**config.mk**
```make
export PLATFORM = sky130hd
export DESIGN_NAME = disp_formatter_flat
export DESIGN_NICKNAME = d
export VERILOG_FILES = /design/src/rtl/disp_formatter_pkg.sv /design/src/rtl/disp_formatter_if.sv /design/src/rtl/disp_formatter_bin2bcd.sv /design/src/rtl/disp_formatter.sv /design/src/flat_wrapper.sv
export SDC_FILE = /design/constraint.sdc
export NUM_CORES = 1
export LEC_CHECK = 0
export CORE_UTILIZATION = 45
export DETAILED_ROUTE_END_ITERATION = 8
export GPL_TIMING_DRIVEN = 0
export HOLD_SLACK_MARGIN = 0.05
export PLACE_DENSITY = 0.68
export REMOVE_ABC_BUFFERS = 1
export SLEW_MARGIN = 10
export SYNTH_ARGS = -nofsm -noshare
export SYNTH_HDL_FRONTEND = slang
export SYNTH_SLANG_ARGS = --single-unit
```
**constraint.sdc**
```tcl
create_clock -name clk_i -period 2.9 [get_ports clk_i]
set_input_delay 0.725 -clock clk_i [delete_from_list [all_inputs] [get_ports clk_i]]
set_output_delay 0.725 -clock clk_i [all_outputs]
set_load 0.01 [all_outputs]
```
**src/rtl/disp_formatter_pkg.sv**
```systemverilog
// Shared types and constants for the display formatter: FSM state encoding,
// seven-segment glyphs (bit0..6 = a..g, bit7 = dp, active-high) and the
// binary-to-BCD conversion constants.
package disp_formatter_pkg;

  typedef enum logic [2:0] {
    ST_IDLE    = 3'd0,
    ST_CONVERT = 3'd1,
    ST_ENCODE  = 3'd2,
    ST_ARM     = 3'd3,
    ST_STROBE  = 3'd4,
    ST_WAIT    = 3'd5
  } state_e;

  localparam logic [7:0] SEG_0     = 8'h3F;
  localparam logic [7:0] SEG_1     = 8'h06;
  localparam logic [7:0] SEG_2     = 8'h5B;
  localparam logic [7:0] SEG_3     = 8'h4F;
  localparam logic [7:0] SEG_4     = 8'h66;
  localparam logic [7:0] SEG_5     = 8'h6D;
  localparam logic [7:0] SEG_6     = 8'h7D;
  localparam logic [7:0] SEG_7     = 8'h07;
  localparam logic [7:0] SEG_8     = 8'h7F;
  localparam logic [7:0] SEG_9     = 8'h6F;
  localparam logic [7:0] SEG_DASH  = 8'h40;
  localparam logic [7:0] SEG_BLANK = 8'h00;

  localparam int unsigned VALUE_W     = 14;
  localparam int unsigned MAX_VALUE   = 9999;
  localparam int unsigned CONV_CYCLES = 14;

  // Map one BCD digit to its segment glyph; non-decimal codes show blank.
  function automatic logic [7:0] seg_of(input logic [3:0] d);
    case (d)
      4'd0:    seg_of = SEG_0;
      4'd1:    seg_of = SEG_1;
      4'd2:    seg_of = SEG_2;
      4'd3:    seg_of = SEG_3;
      4'd4:    seg_of = SEG_4;
      4'd5:    seg_of = SEG_5;
      4'd6:    seg_of = SEG_6;
      4'd7:    seg_of = SEG_7;
      4'd8:    seg_of = SEG_8;
      4'd9:    seg_of = SEG_9;
      default: seg_of = SEG_BLANK;
    endcase
  endfunction

endpackage

```
**src/rtl/disp_formatter_if.sv**
```systemverilog
// Value/handshake bundle between the value producer, the formatter and the
// downstream display driver. The formatter uses the slave modport.
interface disp_formatter_if;
  logic [13:0]     value_i;
  logic            value_valid_i;
  logic            ready_o;
  logic [3:0][7:0] digits_o;
  logic            disp_strobe_o;
  logic            busy_i;

  modport slave (
    input  value_i, value_valid_i, busy_i,
    output ready_o, digits_o, disp_strobe_o
  );

  modport master (
    output value_i, value_valid_i, busy_i,
    input  ready_o, digits_o, disp_strobe_o
  );
endinterface

```
**src/rtl/disp_formatter_bin2bcd.sv**
```systemverilog
// Sequential shift-add-3 (double dabble) converter: one bit per cycle,
// CONV_CYCLES cycles after start. done_o flags the cycle of the final shift,
// so the BCD outputs are complete from the following cycle on.
module bin2bcd
  import disp_formatter_pkg::*;
(
  input  logic        clk_i,
  input  logic        porb_i,
  input  logic        clear_i,
  input  logic        start_i,
  input  logic [13:0] bin_i,
  output logic        done_o,
  output logic [3:0]  thou_o,
  output logic [3:0]  hund_o,
  output logic [3:0]  tens_o,
  output logic [3:0]  units_o
);

  logic [13:0] bin_q;
  logic [15:0] bcd_q;
  logic [15:0] bcd_adj;
  logic [3:0]  cnt_q;
  logic        run_q;

  // Add 3 to every BCD digit that would exceed 9 after the next shift.
  always_comb begin
    bcd_adj = bcd_q;
    for (int i = 0; i < 4; i++) begin
      if (bcd_q[4*i +: 4] >= 4'd5) bcd_adj[4*i +: 4] = bcd_q[4*i +: 4] + 4'd3;
    end
  end

  // Load on start, then shift one binary bit into the BCD register per cycle.
  always_ff @(posedge clk_i or negedge porb_i) begin
    if (!porb_i) begin
      bin_q <= '0;
      bcd_q <= '0;
      cnt_q <= '0;
      run_q <= 1'b0;
    end else if (clear_i) begin
      bin_q <= '0;
      bcd_q <= '0;
      cnt_q <= '0;
      run_q <= 1'b0;
    end else if (start_i) begin
      bin_q <= bin_i;
      bcd_q <= '0;
      cnt_q <= 4'(CONV_CYCLES);
      run_q <= 1'b1;
    end else if (run_q) begin
      {bcd_q, bin_q} <= {bcd_adj[14:0], bin_q, 1'b0};
      cnt_q          <= cnt_q - 4'd1;
      if (cnt_q == 4'd1) run_q <= 1'b0;
    end
  end

  assign done_o  = run_q && (cnt_q == 4'd1);
  assign thou_o  = bcd_q[15:12];
  assign hund_o  = bcd_q[11:8];
  assign tens_o  = bcd_q[7:4];
  assign units_o = bcd_q[3:0];

endmodule

```
**src/rtl/disp_formatter.sv**
```systemverilog
// Four-digit seven-segment formatter: captures a 14-bit value, converts it to
// BCD, encodes the segment pattern (dashes on overflow) and hands it to the
// display driver with a strobe/busy handshake.
// Optional build macro: LEADING_ZERO_BLANK_EN -- blank leading zero digits
// (units digit always shown, overflow dashes unaffected).
module disp_formatter
  import disp_formatter_pkg::*;
(
  input  logic              clk_i,
  input  logic              porb_i,
  input  logic              sync_reset_i,
  disp_formatter_if.slave   bus
);

  state_e          state_q, state_d;
  logic            overflow_q;
  logic [3:0][7:0] digits_q, digits_d;
  logic            strobe_q;
  logic            start;
  logic            conv_done;
  logic [3:0]      thou, hund, tens, units;

  assign start = (state_q == ST_IDLE) && bus.value_valid_i;

  bin2bcd u_bin2bcd (
    .clk_i   (clk_i),
    .porb_i  (porb_i),
    .clear_i (sync_reset_i),
    .start_i (start),
    .bin_i   (bus.value_i),
    .done_o  (conv_done),
    .thou_o  (thou),
    .hund_o  (hund),
    .tens_o  (tens),
    .units_o (units)
  );

  // Next-state logic for the capture / convert / handshake sequence.
  always_comb begin
    state_d = state_q;
    case (state_q)
      ST_IDLE:    if (bus.value_valid_i) state_d = ST_CONVERT;
      ST_CONVERT: if (conv_done)         state_d = ST_ENCODE;
      ST_ENCODE:                         state_d = ST_ARM;
      ST_ARM:     if (!bus.busy_i)       state_d = ST_STROBE;
      ST_STROBE:  if (bus.busy_i)        state_d = ST_WAIT;
      ST_WAIT:    if (!bus.busy_i)       state_d = ST_IDLE;
      default:                           state_d = ST_IDLE;
    endcase
  end

  // Segment patterns from the finished BCD digits; leading zeros optionally blanked.
  always_comb begin
    if (overflow_q) begin
      digits_d = {4{SEG_DASH}};
    end else begin
      digits_d[0] = seg_of(thou);
      digits_d[1] = seg_of(hund);
      digits_d[2] = seg_of(tens);
      digits_d[3] = seg_of(units);
`ifdef LEADING_ZERO_BLANK_EN
      if (thou == 4'd0)                                 digits_d[0] = SEG_BLANK;
      if (thou == 4'd0 && hund == 4'd0)                 digits_d[1] = SEG_BLANK;
      if (thou == 4'd0 && hund == 4'd0 && tens == 4'd0) digits_d[2] = SEG_BLANK;
`endif
    end
  end

  // State, overflow flag, displayed digits and strobe; both resets abandon any operation.
  // The strobe is raised one cycle into STROBE and dropped on the edge busy is seen.
  always_ff @(posedge clk_i or negedge porb_i) begin
    if (!porb_i) begin
      state_q    <= ST_IDLE;
      overflow_q <= 1'b0;
      digits_q   <= {4{SEG_BLANK}};
      strobe_q   <= 1'b0;
    end else if (sync_reset_i) begin
      state_q    <= ST_IDLE;
      overflow_q <= 1'b0;
      digits_q   <= {4{SEG_BLANK}};
      strobe_q   <= 1'b0;
    end else begin
      state_q  <= state_d;
      strobe_q <= (state_q == ST_STROBE) && !bus.busy_i;
      if (start)                   overflow_q <= (bus.value_i > 14'(MAX_VALUE));
      if (state_q == ST_ENCODE)    digits_q   <= digits_d;
    end
  end

  assign bus.ready_o       = (state_q == ST_IDLE);
  assign bus.digits_o      = digits_q;
  assign bus.disp_strobe_o = strobe_q;

endmodule

```
**src/flat_wrapper.sv**
```systemverilog
// flat-port wrapper written by rule: the top's interface ports become plain ports
module disp_formatter_flat import disp_formatter_pkg::*;
  (clk_i, porb_i, sync_reset_i, bus_value_i, bus_value_valid_i, bus_busy_i, bus_ready_o, bus_digits_o, bus_disp_strobe_o);
  disp_formatter_if bus_i ();
  input  logic clk_i;
  input  logic porb_i;
  input  logic sync_reset_i;
  input wire logic [$bits(bus_i.value_i)-1:0] bus_value_i;
  input wire logic [$bits(bus_i.value_valid_i)-1:0] bus_value_valid_i;
  input wire logic [$bits(bus_i.busy_i)-1:0] bus_busy_i;
  output wire logic [$bits(bus_i.ready_o)-1:0] bus_ready_o;
  output wire logic [$bits(bus_i.digits_o)-1:0] bus_digits_o;
  output wire logic [$bits(bus_i.disp_strobe_o)-1:0] bus_disp_strobe_o;
  assign bus_i.value_i = bus_value_i;
  assign bus_i.value_valid_i = bus_value_valid_i;
  assign bus_i.busy_i = bus_busy_i;
  assign bus_ready_o = bus_i.ready_o;
  assign bus_digits_o = bus_i.digits_o;
  assign bus_disp_strobe_o = bus_i.disp_strobe_o;
  disp_formatter u_core (.clk_i(clk_i), .porb_i(porb_i), .sync_reset_i(sync_reset_i), .bus(bus_i));
endmodule
```
Word level (Yosys, flattened, before mapping)
Memories as Yosys holds them, arrays and structs flattened. Cells that the tools add are included.

Bits in registers: 72. Memory bits (read-only): 448. Memories kept: 4.

Reduce and logical (&&, ||, !) cells: 9. Add/subtract/negate cells: 5. Multiplexer cells: 30. Order comparisons: 5. Eq/ne operators: 11.

Memories: (name not given) (depth 16, bits a word 7, rd ports 1, clocked after Yosys merged registers in 0, wr ports 0, RTL line disp_formatter_pkg.sv:34) `case (d)`; (name not given) (depth 16, bits a word 7, rd ports 1, clocked after Yosys merged registers in 0, wr ports 0, RTL line disp_formatter_pkg.sv:34); (name not given) (depth 16, bits a word 7, rd ports 1, clocked after Yosys merged registers in 0, wr ports 0, RTL line disp_formatter_pkg.sv:34); (name not given) (depth 16, bits a word 7, rd ports 1, clocked after Yosys merged registers in 0, wr ports 0, RTL line disp_formatter_pkg.sv:34).

Operator list (number): two-way mux 32 bit (3); two-way mux 16 bit (3); two-way mux 14 bit (3); two-way mux 4 bit (6); two-way mux 3 bit (7); one-hot mux 3 bit (6 select lines) (1); greater-or-equal comparator 4 x 3 -> 1 bit (second input constant) (4); > comparator 14 bit (second input constant) (1); adder 4 x 2 -> 4 bit (second input constant) (3); != test 3 bit (second input constant) (4); two-way mux 1 bit (7); == test 3 x 2 -> 1 bit (second input constant) (2); == test 3 bit (second input constant) (2); AND reduction 5 bit (1); == test 4 x 1 -> 1 bit (second input constant) (1); nonzero test 2 bit (2); subtractor 4 x 1 -> 4 bit (second input constant) (1); adder 3 x 2 -> 3 bit (second input constant) (1); == test 3 x 1 -> 1 bit (second input constant) (1); logical AND 1 bit (3); logical NOT 3 bit (1); != test 3 x 2 -> 1 bit (second input constant) (1); nonzero test 3 bit (1); logical NOT 1 bit (1).

Longest topological paths before layout
Depth after elaboration: 5. Gate-level depth with buffers: 6.

By module
Synthesis repeated with hierarchy kept, for this count alone.

Cell total of the unflattened synthesis: 414. Area total of the unflattened synthesis: 4002.6 sq um.

Modules (own cells, without submodules): disp_formatter (instances 1, sequential area each 825.8 sq um, area each 2010.7 sq um, cells an instance 207); bin2bcd (instances 1, sequential area each 875.8 sq um, area each 1991.9 sq um, cells an instance 207).

Worst setup path after synthesis
Ideal clock, no wire load.

Kind: input -> register. Start: in sync_reset_i. End: reg u_core.digits_q (netlist bit u_core.bus.digits_o[1]). Data arrival time: 1546 ps. Slack: 1233 ps. Cell stages on the path: 5. Buffers on the path: 2. Required time: 2778 ps. Library setup time: 122 ps. Path through: clkbuf_1 inv_1 and2_1 buf_4 a32o_1.

Longest elaborated chain between the ends: 1. Elaborated cells on any way between the ends: 2.

RTL lines: start: declaration (RTL line flat_wrapper.sv:7) `input logic sync_reset_i;`; two-way mux 32 bit or nonzero test 2 bit (tied branches); end signal: assignment (RTL line disp_formatter.sv:75) `digits_q <= {4{SEG_BLANK}};`; end signal: assignment (RTL line disp_formatter.sv:80) `digits_q <= {4{SEG_BLANK}};`; end signal: assignment (RTL line disp_formatter.sv:86) `if (state_q == ST_ENCODE) digits_q <= digits_d;`; end: declaration (RTL line disp_formatter.sv:17) `logic [3:0][7:0] digits_q, digits_d;`.

Several ways; a longest one is shown, not always the timed one. A chain may end at the register's enable or synchronous reset.

Worst setup path after layout
Ends and elaborated chain as after synthesis.

==> impl_metrics.py <==
metrics = {
    "drt": {
        "antenna_left": 0,
        "wirelength_mm": 7.64,
        "drc": 0,
        "drtPass1Iterations": 4,
        "routed_via_density": 5.37,
        "drt_iter0_drc": 123,
        "num_vias": 3060,
        "wl_per_cell_um": 13.4,
    },
    "timing": {
        "worstMarginPinSlew_ns": 1.03,
        "max_clock_freq_mhz": 383,
        "rsz0062_at_grt": "false",
        "skew_ns": 0.00631,
        "setup_viol": 0,
        "setup_tns_ns": 0,
        "slew_viol_final": 0,
        "slew_headroom_pct": 31.5,
        "finalCritPeriodShare_pct": 89.9,
        "layout_setup_ws_ns": 0.292,
        "finalCriticalPeriod_ns": 2.61,
        "finalHoldViolCount": 0,
    },
    "run": {
        "cap_violations": 0,
    },
    "finish": {
        "antennaDiodeCount": 0,
        "fin_area_mm2": 0.00457,
        "nets": 506,
        "final_common_cell": "dfrtp_1",
        "fin_cells": 570,
        "layout_common_cells": "dfrtp_1 (67), clkdlybuf4s50_1 (47), nor2_1 (46), nand2_1 (36), a21oi_1 (36)",
        "synthToLayoutAreaGrowth_pct": 17.8,
        "drive_above_1_share_pct": 5.38,
    },
    "placement": {
        "port_buffers": 48,
        "dp_hpwl_mm": 5.22,
        "placed_area_mm2": 0.00441,
        "pre_cts_ws_ns": -0.0642,
        "place_inst": 555,
        "place_congestion": 0.799,
    },
    "critical_path": {
        "worstPathArrival_ns": 2.83,
        "rr_worst_depth": 4,
        "cp_top_family": "buffers and inverters",
        "cp-end-kind": "flop",
        "required_ns": 3.12,
        "cp_slowest_stage_delay_ns": 1.10,
        "crit_path_top_delay_cell": "clkdlybuf4s50_1",
        "crit_fanout": 25,
        "worstSetupPathType": "input pin to flop",
        "crit_buf_inv": 2,
        "startpoint_type": "input pin",
        "crit_chain": "clkdlybuf4s50_1 > inv_1 > and2_1 > a32o_1",
        "cp.depth": 4,
    },
    "clocking": {
        "cts_buffers": 9,
        "cts_tree": "done",
        "cts-resized-gates": 0,
        "clockBufferDepth": 2,
        "htreeDepth": 3,
        "cts-root-buf": "clkbuf_8",
        "ctsHoldBuffers": 0,
        "clock_sinks": 68,
        "clkTransAtPathRegs_ns": 0.07,
        "cts_setup_buffers": 0,
        "clk_latency_ns": 0.33,
    },
    "yosys": {
        "synthesis.instances": 429,
        "yosys-top-cells-area": "dfrtp_1 (44%), ha_1 (8.4%), a21oi_1 (4.6%)",
        "synth_ff_type": "dfrtp_1",
        "yosysWarnings": 0,
        "synth_edf_count": 0,
        "yosys.area.top_type": "dfrtp_1",
        "syn_area_mm2": 0.00388,
        "synth_seq_area_share_pct": 43.8,
        "synth_top_area_share_pct": 43.8,
        "ys_async_sr_fraction_pct": 100,
        "synth_cell_types": 43,
        "ys_ff_latch": 68,
        "synth_area_per_cell_um2": 9.05,
    },
    "pwr": {
        "irDropWorstVdd_uv": 236,
        "power_per_cell_area_mw_per_mm2": 432,
        "leakage_nw": 1.97,
    },
    "floorplan": {
        "die_x_um": 94.9,
        "dieHeight_um": 94.9,
        "ioPinCount": 53,
        "dieArea_mm2": 0.00900,
        "initial_core_util_pct": 46.8,
        "core-area_mm2": 0.00830,
        "row_count": 33,
    },
    "grt": {
        "grt_pass1_vias": 2772,
        "grt_max_degree": 42,
        "antenna_found_initial": 0,
        "grt_overflow_total": 0,
        "track_usage_pct": 18.8,
        "grt_first_pass_wirelength_mm": 13.3,
    },
    "hold_path": {
        "hp-class": "input pin to asynchronous set/reset pin",
    },
    "outcome": {
        "outcome": "finished, final reports clean",
    },
}
[flip-flops by register name, indices dropped and copies added, names as in the netlist]
register                  flops
u_core.u_bin2bcd.bin_q       14
u_core.bus.disp_strobe_o      1
u_core.overflow_q             1
u_core.u_bin2bcd.run_q        1
u_core.state_q                3
u_core.u_bin2bcd.bcd_q       16
u_core.bus.digits_o          28
u_core.u_bin2bcd.cnt_q        4
[cell type report]
| cell class | instances | area (um2) |
|---|---|---|
| Clock inverter | 2 | 10.0 |
| Inverter | 19 | 71.3 |
| Sequential cell | 68 | 1700 |
| Multi-Input combinational cell | 312 | 1970 |
| Timing Repair Buffer | 51 | 533 |
| Fill cell | 768 | 3720 |
| Clock buffer | 13 | 159 |
| Tap cell | 105 | 131 |
[report_power, final]
| group | switching [mW] | internal (mW) |
|---|---|---|
| sequential | 0.0498 | 0.982 |
| clock | 0.346 | 0.351 |
| combinational | 0.139 | 0.111 |
| total | 0.534 | 1.44 |
[final timing paths]
kind	start	to	slack, ns
min in group clk_i	u_core.bus.digits_o[18]$_DFFE_PN0P_	u_core.bus.digits_o[18]$_DFFE_PN0P_	0.48
min	porb_i	u_core.bus.digits_o[27]$_DFFE_PN0P_	0.31
min reg2reg	u_core.bus.digits_o[18]$_DFFE_PN0P_	u_core.bus.digits_o[18]$_DFFE_PN0P_	0.48
max in group asynchronous	porb_i	u_core.u_bin2bcd.run_q$_DFF_PN0_	2.03
max	sync_reset_i	u_core.bus.digits_o[1]$_DFFE_PN0P_	0.29
max reg2reg	u_core.state_q[2]$_DFFE_PN0P_	u_core.u_bin2bcd.bcd_q[14]$_DFFE_PN0P_	0.51
[metrics by stage]
step | power (mW) | utilization [%] | hold slack, ns
detailed placement | 1.30 | 53.1 | 0.470
finish | 1.98 | 55.1 | 0.310
global route | 2.08 | 55.1 | 0.321
global placement | 1.29 | 52.4 | 0.461
floorplan | 1.19 | - | 0.429
CTS | 2.00 | 55.1 | 0.315
[kinds of logic after synthesis]
kind of cell	share of synthesized area, %
AOI/OAI and AO/OA	18.0
xor gates and xnor gates	1.13
adders and majority gates	8.38
buffers and inverters	5.87
DFF	43.8
muxes	4.38
other	0.0966
and+or+nand+nor	18.4
[per-layer routing]
layer	up-vias	wire, um	GRT usage (%)
li1	1547	-	-
met1	1446	3870	26.6
met2	61	3410	28.5
met3	6	286	4.59
met4	0	65	5.30
met5	-	0	0
[worst reg2reg max path, stage by stage (launching register included)]
cell and delay (ns):
dfrtp_1 0.60, nor3_2 0.13, nand2_1 0.78, nand2_2 0.45, a311oi_1 0.33
[synth_stat cells, drive strengths merged, types with 5 or more instances]
library cell and n:
nand3 9, inv 19, dfrtp 68, nand2 38, buf 17, a211oi 20, o21ai 40, clkbuf 16
nor2 47, ha 26, nor3 5, mux2i 17, nand4 5, nand2b 15, a31oi 8, a21oi 36
nor3b 6
Note: power is estimated with default switching activity, not from simulation.
